[config.mk]
export PLATFORM = sky130hd
export DESIGN_NAME = ysyx_22050039_idu_pipe_flat
export DESIGN_NICKNAME = d
export VERILOG_FILES = /design/src/rtl/ysyx_22050039_idu_pkg.sv /design/src/rtl/ysyx_22050039_idu_if.sv /design/src/rtl/ysyx_22050039_gpr.sv /design/src/rtl/ysyx_22050039_idu_pipe.sv /design/src/flat_wrapper.sv
export SDC_FILE = /design/constraint.sdc
export NUM_CORES = 2
export LEC_CHECK = 0
export BUFFER_PORTS_ARGS = -buffer_cell sky130_fd_sc_hd__clkbuf_2
export CORE_MARGIN = 2
export CORE_UTILIZATION = 30
export DETAILED_ROUTE_END_ITERATION = 10
export PLACE_DENSITY_LB_ADDON = 0.15
export SLEW_MARGIN = 30
export SYNTH_ARGS = -nofsm -noshare
export SYNTH_HDL_FRONTEND = slang
export SYNTH_HIERARCHICAL = 1
export SYNTH_SLANG_ARGS = --single-unit
[constraint.sdc]
create_clock -name clk -period 6 [get_ports clk]
set_clock_uncertainty 0.2 [all_clocks]
set_input_delay 0 -clock clk [delete_from_list [all_inputs] [get_ports clk]]
set_output_delay 0 -clock clk [all_outputs]
set_load 0.005 [all_outputs]
[src/rtl/ysyx_22050039_idu_pkg.sv]
// Shared types for the pipelined IDU: function codes, instruction-type one-hots,
// FSM states, opcodes and the registered decode bundle.
// No logic; imported by the interface, the GPR file and the IDU top.
`ifndef ysyx_22050039_FUNC_LEN
`define ysyx_22050039_FUNC_LEN 3
`endif

package ysyx_22050039_idu_pkg;

   localparam int XLEN     = 64;
   localparam int INST_LEN = 32;
   localparam int NR_REG   = 32;
   localparam int REG_SEL  = $clog2(NR_REG);
   localparam int FUNC_LEN = `ysyx_22050039_FUNC_LEN;

   typedef enum logic [FUNC_LEN-1:0] {
      Addi, Jalr, Sd, Auipc, Lui, Jal, Ebreak, Inv
   } func_e;

   // Instruction-format one-hots
   localparam logic [6:0] Rtype   = 7'b000_0001;
   localparam logic [6:0] Itype   = 7'b000_0010;
   localparam logic [6:0] Stype   = 7'b000_0100;
   localparam logic [6:0] Btype   = 7'b000_1000;
   localparam logic [6:0] Utype   = 7'b001_0000;
   localparam logic [6:0] Jtype   = 7'b010_0000;
   localparam logic [6:0] Special = 7'b100_0000;

   typedef enum logic {RUN, HALT} state_e;

   localparam logic [6:0]          OP_IMM     = 7'b0010011;
   localparam logic [6:0]          OP_JALR    = 7'b1100111;
   localparam logic [6:0]          OP_STORE   = 7'b0100011;
   localparam logic [6:0]          OP_AUIPC   = 7'b0010111;
   localparam logic [6:0]          OP_LUI     = 7'b0110111;
   localparam logic [6:0]          OP_JAL     = 7'b1101111;
   localparam logic [6:0]          OP_SYSTEM  = 7'b1110011;
   localparam logic [INST_LEN-1:0] EBREAK_INST = 32'h0010_0073;

   typedef struct packed {
      logic [XLEN-1:0]    pc;
      logic [XLEN-1:0]    src1;
      logic [XLEN-1:0]    src2;
      logic [REG_SEL-1:0] rd;
      func_e              func;
      logic               pc_wen;
      logic               reg_wen;
   } bundle_t;

   // Format of each supported function; everything unrecognised is Special.
   function automatic logic [6:0] type_of(input func_e f);
      case (f)
         Addi, Jalr:  return Itype;
         Sd:          return Stype;
         Auipc, Lui:  return Utype;
         Jal:         return Jtype;
         default:     return Special;
      endcase
   endfunction

endpackage

[src/rtl/ysyx_22050039_idu_if.sv]
// IFU->IDU, IDU->EXU and writeback signal group.
// slave: the IDU view. master: the surrounding pipeline (IFU/EXU/WB) view.
// Handshakes are valid/ready; the writeback strobe has no backpressure.
interface ysyx_22050039_idu_if;
   import ysyx_22050039_idu_pkg::*;

   logic                in_valid;
   logic                in_ready;
   logic [INST_LEN-1:0] inst;
   logic [XLEN-1:0]     pc;

   logic                out_valid;
   logic                out_ready;
   logic [XLEN-1:0]     out_pc;
   logic [XLEN-1:0]     src1;
   logic [XLEN-1:0]     src2;
   logic [REG_SEL-1:0]  out_rd;
   func_e               func;
   logic                pc_wen;
   logic                reg_wen;

   logic                wb_en;
   logic [REG_SEL-1:0]  wb_rd;
   logic [XLEN-1:0]     wb_data;

   modport slave (
      input  in_valid, inst, pc, out_ready, wb_en, wb_rd, wb_data,
      output in_ready, out_valid, out_pc, src1, src2, out_rd, func, pc_wen, reg_wen
   );

   modport master (
      output in_valid, inst, pc, out_ready, wb_en, wb_rd, wb_data,
      input  in_ready, out_valid, out_pc, src1, src2, out_rd, func, pc_wen, reg_wen
   );
endinterface

[src/rtl/ysyx_22050039_gpr.sv]
// GPR file: NR_REG x XLEN, two combinational read ports, one posedge write port.
// Latency: reads 0 cycles, writes visible the cycle after the strobe.
// Backpressure: none; writes are always taken. x0 reads 0 and ignores writes.
// Ports: clk, rst (sync active-low), wen/waddr/wdata, raddr1/2 -> rdata1/2.
// YSYX_22050039_IDU_BYPASS_EN forwards same-cycle write data to the read ports.
module ysyx_22050039_gpr
   import ysyx_22050039_idu_pkg::*;
(
   input  logic               clk,
   input  logic               rst,
   input  logic               wen,
   input  logic [REG_SEL-1:0] waddr,
   input  logic [XLEN-1:0]    wdata,
   input  logic [REG_SEL-1:0] raddr1,
   input  logic [REG_SEL-1:0] raddr2,
   output logic [XLEN-1:0]    rdata1,
   output logic [XLEN-1:0]    rdata2
);
   logic [XLEN-1:0] regs [NR_REG];

   always_ff @(posedge clk) begin
      if (!rst) begin
         for (int i = 0; i < NR_REG; i++) regs[i] <= '0;
      end else if (wen && waddr != '0) begin
         regs[waddr] <= wdata;
      end
   end

   always_comb begin
      rdata1 = (raddr1 == '0) ? '0 : regs[raddr1];
      rdata2 = (raddr2 == '0) ? '0 : regs[raddr2];
`ifdef YSYX_22050039_IDU_BYPASS_EN
      if (wen && raddr1 != '0 && raddr1 == waddr) rdata1 = wdata;
      if (wen && raddr2 != '0 && raddr2 == waddr) rdata2 = wdata;
`endif
   end
endmodule

[src/rtl/ysyx_22050039_idu_pipe.sv]
// Pipelined IDU: decodes addi/jalr/sd/auipc/lui/jal/ebreak, owns the GPRs and a busy scoreboard.
// Latency: 1 cycle from accept to out_valid (single output register).
// Backpressure: in_ready drops on RAW/WAW hazard, on halt, or while a held bundle is not consumed.
// Ports: clk, rst (sync active-low); bus (slave modport: in/out handshakes, bundle, writeback);
//        halted (sticky ebreak/invalid), inv_inst (halt cause was invalid).
// YSYX_22050039_IDU_BYPASS_EN: forward writeback data and ignore busy for a source written this cycle.
module ysyx_22050039_idu_pipe
   import ysyx_22050039_idu_pkg::*;
(
   input  logic                clk,
   input  logic                rst,
   ysyx_22050039_idu_if.slave  bus,
   output logic                halted,
   output logic                inv_inst
);
   state_e             state, state_nxt;
   logic [NR_REG-1:0]  busy, busy_nxt;
   bundle_t            out_q, dec;
   logic               out_valid_q, inv_q;

   logic [6:0]         opcode, itype;
   logic [2:0]         funct3;
   logic [REG_SEL-1:0] rs1, rs2, rd_f;
   func_e              func_d;
   logic [XLEN-1:0]    rdata1, rdata2, imm_i, imm_u, imm_j;
   logic               is_i, is_s, is_u, is_j, writes_rd, stop_d;
   logic               busy_rs1, busy_rs2, hazard, accept;

   assign opcode = bus.inst[6:0];
   assign funct3 = bus.inst[14:12];
   assign rd_f   = bus.inst[7 +: REG_SEL];
   assign rs1    = bus.inst[15 +: REG_SEL];
   assign rs2    = bus.inst[20 +: REG_SEL];

   assign imm_i = {{(XLEN-12){bus.inst[31]}}, bus.inst[31:20]};
   assign imm_u = {{(XLEN-32){bus.inst[31]}}, bus.inst[31:12], 12'b0};
   assign imm_j = {{(XLEN-21){bus.inst[31]}}, bus.inst[31], bus.inst[19:12],
                   bus.inst[20], bus.inst[30:21], 1'b0};

   ysyx_22050039_gpr u_gpr (
      .clk    (clk),
      .rst    (rst),
      .wen    (bus.wb_en),
      .waddr  (bus.wb_rd),
      .wdata  (bus.wb_data),
      .raddr1 (rs1),
      .raddr2 (rs2),
      .rdata1 (rdata1),
      .rdata2 (rdata2)
   );

   always_comb begin
      func_d = Inv;
      case (opcode)
         OP_IMM:    if (funct3 == 3'b000) func_d = Addi;
         OP_JALR:   if (funct3 == 3'b000) func_d = Jalr;
         OP_STORE:  if (funct3 == 3'b011) func_d = Sd;
         OP_AUIPC:  func_d = Auipc;
         OP_LUI:    func_d = Lui;
         OP_JAL:    func_d = Jal;
         OP_SYSTEM: if (bus.inst == EBREAK_INST) func_d = Ebreak;
         default:   func_d = Inv;
      endcase
   end

   assign itype     = type_of(func_d);
   assign is_i      = |(itype & Itype);
   assign is_s      = |(itype & Stype);
   assign is_u      = |(itype & Utype);
   assign is_j      = |(itype & Jtype);
   assign writes_rd = is_i | is_u | is_j;
   assign stop_d    = (func_d == Ebreak) | (func_d == Inv);

   // Bundle as it will be registered on accept; unused fields stay 0.
   always_comb begin
      dec         = '0;
      dec.pc      = bus.pc;
      dec.func    = func_d;
      dec.pc_wen  = (func_d == Jal) | (func_d == Jalr);
      dec.reg_wen = writes_rd & (rd_f != '0);
      if (writes_rd) dec.rd = rd_f;
      if (is_i) begin
         dec.src1 = rdata1;
         dec.src2 = imm_i;
      end else if (is_s) begin
         dec.src1 = rdata1;
         dec.src2 = rdata2;
      end else if (is_u) begin
         dec.src1 = imm_u;
      end else if (is_j) begin
         dec.src1 = imm_j;
      end
   end

`ifdef YSYX_22050039_IDU_BYPASS_EN
   // A source being written back this cycle is served by the forwarded value.
   assign busy_rs1 = busy[rs1] & ~(bus.wb_en & (bus.wb_rd == rs1));
   assign busy_rs2 = busy[rs2] & ~(bus.wb_en & (bus.wb_rd == rs2));
`else
   assign busy_rs1 = busy[rs1];
   assign busy_rs2 = busy[rs2];
`endif

   assign hazard = ((is_i | is_s) & busy_rs1) | (is_s & busy_rs2) | (dec.reg_wen & busy[rd_f]);
   // rst gates in_ready so nothing is taken while reset is asserted.
   assign bus.in_ready = rst & (state == RUN) & ~hazard & (~out_valid_q | bus.out_ready);
   assign accept       = bus.in_valid & bus.in_ready;

   // Clear first, then set, so a same-cycle set of the same index wins.
   always_comb begin
      busy_nxt = busy;
      if (bus.wb_en) busy_nxt[bus.wb_rd] = 1'b0;
      if (accept && dec.reg_wen) busy_nxt[rd_f] = 1'b1;
      busy_nxt[0] = 1'b0;
   end

   always_comb begin
      state_nxt = state;
      if (state == RUN && accept && stop_d) state_nxt = HALT;
   end

   always_ff @(posedge clk) begin
      if (!rst) state <= RUN;
      else      state <= state_nxt;
   end

   always_ff @(posedge clk) begin
      if (!rst) begin
         out_valid_q <= 1'b0;
         out_q       <= '0;
         busy        <= '0;
         inv_q       <= 1'b0;
      end else begin
         if (accept) begin
            out_valid_q <= 1'b1;
            out_q       <= dec;
         end else if (bus.out_ready) begin
            out_valid_q <= 1'b0;
         end
         busy <= busy_nxt;
         if (accept && func_d == Inv) inv_q <= 1'b1;
      end
   end

   assign bus.out_valid = out_valid_q;
   assign bus.out_pc    = out_q.pc;
   assign bus.src1      = out_q.src1;
   assign bus.src2      = out_q.src2;
   assign bus.out_rd    = out_q.rd;
   assign bus.func      = out_q.func;
   assign bus.pc_wen    = out_q.pc_wen;
   assign bus.reg_wen   = out_q.reg_wen;
   assign halted        = (state == HALT);
   assign inv_inst      = inv_q;
endmodule

[src/flat_wrapper.sv]
// flat-port wrapper written by rule: the top's interface ports become plain ports
module ysyx_22050039_idu_pipe_flat import ysyx_22050039_idu_pkg::*;
  (clk, rst, halted, inv_inst, bus_in_valid, bus_inst, bus_pc, bus_out_ready, bus_wb_en, bus_wb_rd, bus_wb_data, bus_in_ready, bus_out_valid, bus_out_pc, bus_src1, bus_src2, bus_out_rd, bus_func, bus_pc_wen, bus_reg_wen);
  ysyx_22050039_idu_if bus_i ();
  input  logic clk;
  input  logic rst;
  output logic halted;
  output logic inv_inst;
  input wire logic [$bits(bus_i.in_valid)-1:0] bus_in_valid;
  input wire logic [$bits(bus_i.inst)-1:0] bus_inst;
  input wire logic [$bits(bus_i.pc)-1:0] bus_pc;
  input wire logic [$bits(bus_i.out_ready)-1:0] bus_out_ready;
  input wire logic [$bits(bus_i.wb_en)-1:0] bus_wb_en;
  input wire logic [$bits(bus_i.wb_rd)-1:0] bus_wb_rd;
  input wire logic [$bits(bus_i.wb_data)-1:0] bus_wb_data;
  output wire logic [$bits(bus_i.in_ready)-1:0] bus_in_ready;
  output wire logic [$bits(bus_i.out_valid)-1:0] bus_out_valid;
  output wire logic [$bits(bus_i.out_pc)-1:0] bus_out_pc;
  output wire logic [$bits(bus_i.src1)-1:0] bus_src1;
  output wire logic [$bits(bus_i.src2)-1:0] bus_src2;
  output wire logic [$bits(bus_i.out_rd)-1:0] bus_out_rd;
  output wire logic [$bits(bus_i.func)-1:0] bus_func;
  output wire logic [$bits(bus_i.pc_wen)-1:0] bus_pc_wen;
  output wire logic [$bits(bus_i.reg_wen)-1:0] bus_reg_wen;
  assign bus_i.in_valid = bus_in_valid;
  assign bus_i.inst = bus_inst;
  assign bus_i.pc = bus_pc;
  assign bus_i.out_ready = bus_out_ready;
  assign bus_i.wb_en = bus_wb_en;
  assign bus_i.wb_rd = bus_wb_rd;
  assign bus_i.wb_data = bus_wb_data;
  assign bus_in_ready = bus_i.in_ready;
  assign bus_out_valid = bus_i.out_valid;
  assign bus_out_pc = bus_i.out_pc;
  assign bus_src1 = bus_i.src1;
  assign bus_src2 = bus_i.src2;
  assign bus_out_rd = bus_i.out_rd;
  assign bus_func = bus_i.func;
  assign bus_pc_wen = bus_i.pc_wen;
  assign bus_reg_wen = bus_i.reg_wen;
  ysyx_22050039_idu_pipe u_core (.clk(clk), .rst(rst), .bus(bus_i), .halted(halted), .inv_inst(inv_inst));
endmodule
==> reports/results.txt <==
Run status -> finished, final reports clean
Detailed-routed wire length on met3 -> 56,200 um
Global placer's final weighted congestion -> 0.834
Longest Clk Path Bufs -> 4
Fraction of registers with async set or reset after synthesis -> 0%
Leak pwr -> 48.5 nW
Worst slew margin relative to its limit -> 23.7%
Final setup vio count -> 0
Post-route met1 wirelength -> 230,000 um
CP Class -> in2reg
Slack of the worst reg-to-reg path -> 1.73 ns
Remaining antenna violation count after routing -> 0
Synthesis-stage register bit count -> 2,284
Input/output buffers -> 375
Critical path endpoint category -> register
Worst Path Required -> 6.66 ns
Avg Vias per Cell -> 5.94
Antenna violations before repair -> 117
Minimum hold slack -> 0.0502 ns
Number of detailed-route iterations in the first pass -> 6
Average detailed-routed wire length per instance -> 39.9 um
H-tree depth -> 5
Commonest cells after routing, fill and taps aside -> 2,048 x sky130_fd_sc_hd__edfxtp_1, 1,992 x sky130_fd_sc_hd__and2_1, 926 x sky130_fd_sc_hd__mux4_2
Number of nets at the end of the flow -> 8,935
Most common cell after layout, fill and taps aside -> sky130_fd_sc_hd__edfxtp_1
Clock slew seen by the registers of the worst setup and hold paths -> 0.05 ns
Avg Cell Area, Syn -> 14.4 um2
Maximum number of pins on one net before global-route repair -> 129
Post-synthesis cell count -> 8,299
Worst Max-Slew Pin Slew -> 1.14 ns
Number of synthesized flops with an enable pin -> 2,048
Total number of vias -> 84,800
Post-cts repair resize count -> 0
Sequential fraction of the synthesis area -> 55.6%
Overall die area -> 0.402 mm2
Total detailed-routing wirelength -> 570,000 um
Top Ports -> 376
Inserted Clock Buffers -> 273
Number of DRC markers after the initial detailed-route iteration -> 12,400
Number of inserted filler cells in the final layout -> 37,600
Top FF cell, synth -> sky130_fd_sc_hd__edfxtp_1
Worst min path class -> in2reg
Post-detailed-placement cell area -> 0.128 mm2
Final Hold Viols -> 0
Clk root buf -> sky130_fd_sc_hd__clkbuf_16
Final instance area -> 0.141 mm2
Synthesis warning total -> 6
Maximum clock frequency -> 0.196 GHz
Sink count of the clock tree -> 2,284
Clock tree from TritonCTS -> yes
Global route overflow -> 0
Crit Path Max Fanout -> 39
Total length of routed met2 wires -> 258,000 um
Number of global-route vias before repair -> 83,100
Pwr Density -> 287 mW/mm2
Aggregate global-route resource usage -> 27.7%
Effective utilization at floorplan -> 30.1%
Summed instance area of the synthesized netlist -> 0.119 mm2
Proportion of layout cells with a drive suffix above 1 -> 24.5%
Width of the die -> 634 um
Setup TNS -> 0 ns
Num rows -> 231
Arrival time at the worst endpoint -> 5.76 ns
Wire length of the first global-routing pass -> 759,000 um
Pins over their slew limit -> 0
Minimum clock period -> 5.11 ns
Max-capacitance violation count -> 0
Post-route clock period utilization -> 85.1%
Synthesis-to-layout area growth -> 17.9%
Startpoint types -> input port
Clk_lat worst skew -> 0.93 ns
Placed wire-length estimate after detailed placement -> 322,000 um
Peak supply drop -> 0.200 mV
Highest metal layer used by the detailed router -> met5
Floorplan die height -> 634 um
Number of distinct library cells after synthesis -> 73
Residual DRC count -> 0
Area of the core -> 0.396 mm2
RSZ-0062 raised after global routing -> false
cells in the mapped netlist (all sizes together) (7+ instances only):
| cell type | count | area [um2] |
|---|---|---|
| o22ai | 103 | 644 |
| o211ai | 65 | 493 |
| nor3 | 11 | 60.1 |
| and2 | 1993 | 12500 |
| nor4 | 11 | 68.8 |
| nand2 | 325 | 1220 |
| nand2b | 10 | 62.6 |
| nor2 | 83 | 324 |
| dfxtp | 236 | 4720 |
| a32o | 16 | 160 |
| a22oi | 74 | 556 |
| clkbuf | 653 | 2450 |
| a211oi | 24 | 185 |
| a32oi | 41 | 359 |
| a2111oi | 12 | 105 |
| nand3b | 15 | 113 |
| a311oi | 33 | 289 |
| nand3 | 103 | 515 |
| mux2 | 127 | 1430 |
| mux2i | 440 | 4400 |
| a22o | 30 | 263 |
| buf | 245 | 1500 |
| nand4 | 11 | 68.8 |
| a21o | 42 | 315 |
| mux4 | 928 | 20900 |
| edfxtp | 2048 | 61500 |
| o221ai | 53 | 464 |
| a21oi | 171 | 860 |
| o2111ai | 30 | 263 |
| and3 | 32 | 200 |
| o211a | 7 | 70.1 |
| or3b | 9 | 78.8 |
| o41ai | 16 | 140 |
| a221oi | 61 | 534 |
| nor2b | 19 | 119 |
| o21ai | 170 | 881 |
sequential cells by signal, summed over array words and instances (netlist names):
name and flops:
u_core/bus.src2 64, u_core/busy 31, u_core/bus.out_valid 1, u_core/bus.out_rd 5
u_core/halted 1, u_core/u_gpr/regs 2048, u_core/bus.func 3, u_core/bus.src1 64
u_core/bus.out_pc 64, u_core/bus.pc_wen 1, u_core/bus.reg_wen 1, u_core/inv_inst 1
metrics by stage:
| step | setup WS (ns) | instances | utilization [%] | total power [mW] |
|---|---|---|---|---|
| floorplan | 0.0749 | 8362 | - | 21.6 |
| global placement | 1.68 | 13300 | 32.2 | 23.7 |
| detailed placement | 1.55 | 13400 | 32.4 | 23.8 |
| CTS | 0.939 | 14200 | 35.5 | 40.4 |
| global route | 0.716 | 14200 | 35.5 | 41.2 |
| finish | 0.894 | 14300 | 35.5 | 40.3 |
where the power goes:
group | internal (mW) | switching, mW | total, mW
Clock | 9.44 | 7.06 | 16.5
Combinational | 1.97 | 3.18 | 5.14
Sequential | 18.2 | 0.466 | 18.6
final timing paths:
kind,cells past startpoint,end,from
worst max-delay path,14,u_core/bus.src2[5],bus_inst[9]
worst min-delay path,4,u_core/bus.src2[6],bus_inst[26]
worst max register to register,10,u_core/bus.out_pc[40],u_core/busy[29]
worst min register to register,2,u_core/bus.src2[21],u_core/bus.src2[21]
final cells by class:
class,instances,area (um2),area share (%)
sequential,2284,66200,47.1
multi-input combinational,5175,50000,35.6
timing repair buffer,1026,9000,6.41
clock buffer,400,7920,5.63
tap,5242,6560,4.67
clock inverter,83,624,0.444
antenna,62,155,0.110
inverter,5,30.0,0.0214
routing by layer:
metal,vias to the layer above,GRT usage [%]
met5,-,0
met4,16,11.6
met3,1067,5.13
met2,5636,43.1
met1,45100,37.9
li1,32900,-
kinds of logic after synthesis:
logic type / after synthesis / share of synthesized area (%)
and+or+nand+nor: 2645 / 13.0
other: 1 / 0.00315
AOI/OAI and AO/OA: 970 / 5.69
muxes: 1495 / 22.4
xor gates and xnor gates: 1 / 0.00735
DFF: 2284 / 55.6
buffers and inverters: 903 / 3.33
timing repair:
action / 4_1_cts / 5_1_grt
hold buffers: 376 / 0
endpoints found under the hold margin: 2332 / 0
buffers inserted: 0 / 0
worst max-delay path, cell delays in order:
cell and delay (ns):
sky130_fd_sc_hd__dlygate4sd3_1 0.53, sky130_fd_sc_hd__dlygate4sd3_1 0.56, sky130_fd_sc_hd__clkbuf_2 0.14, sky130_fd_sc_hd__dlygate4sd3_1 0.70, sky130_fd_sc_hd__nor3_1 0.35, sky130_fd_sc_hd__nand4_1 0.14, sky130_fd_sc_hd__o21ai_1 0.29, sky130_fd_sc_hd__nand4_1 0.46
sky130_fd_sc_hd__nor3_4 0.42, sky130_fd_sc_hd__buf_4 0.69, sky130_fd_sc_hd__a32oi_1 0.08, sky130_fd_sc_hd__dlygate4sd3_1 0.61, sky130_fd_sc_hd__a211oi_1 0.21, sky130_fd_sc_hd__dlygate4sd3_1 0.57
Power figures use the tool's default switching activity.
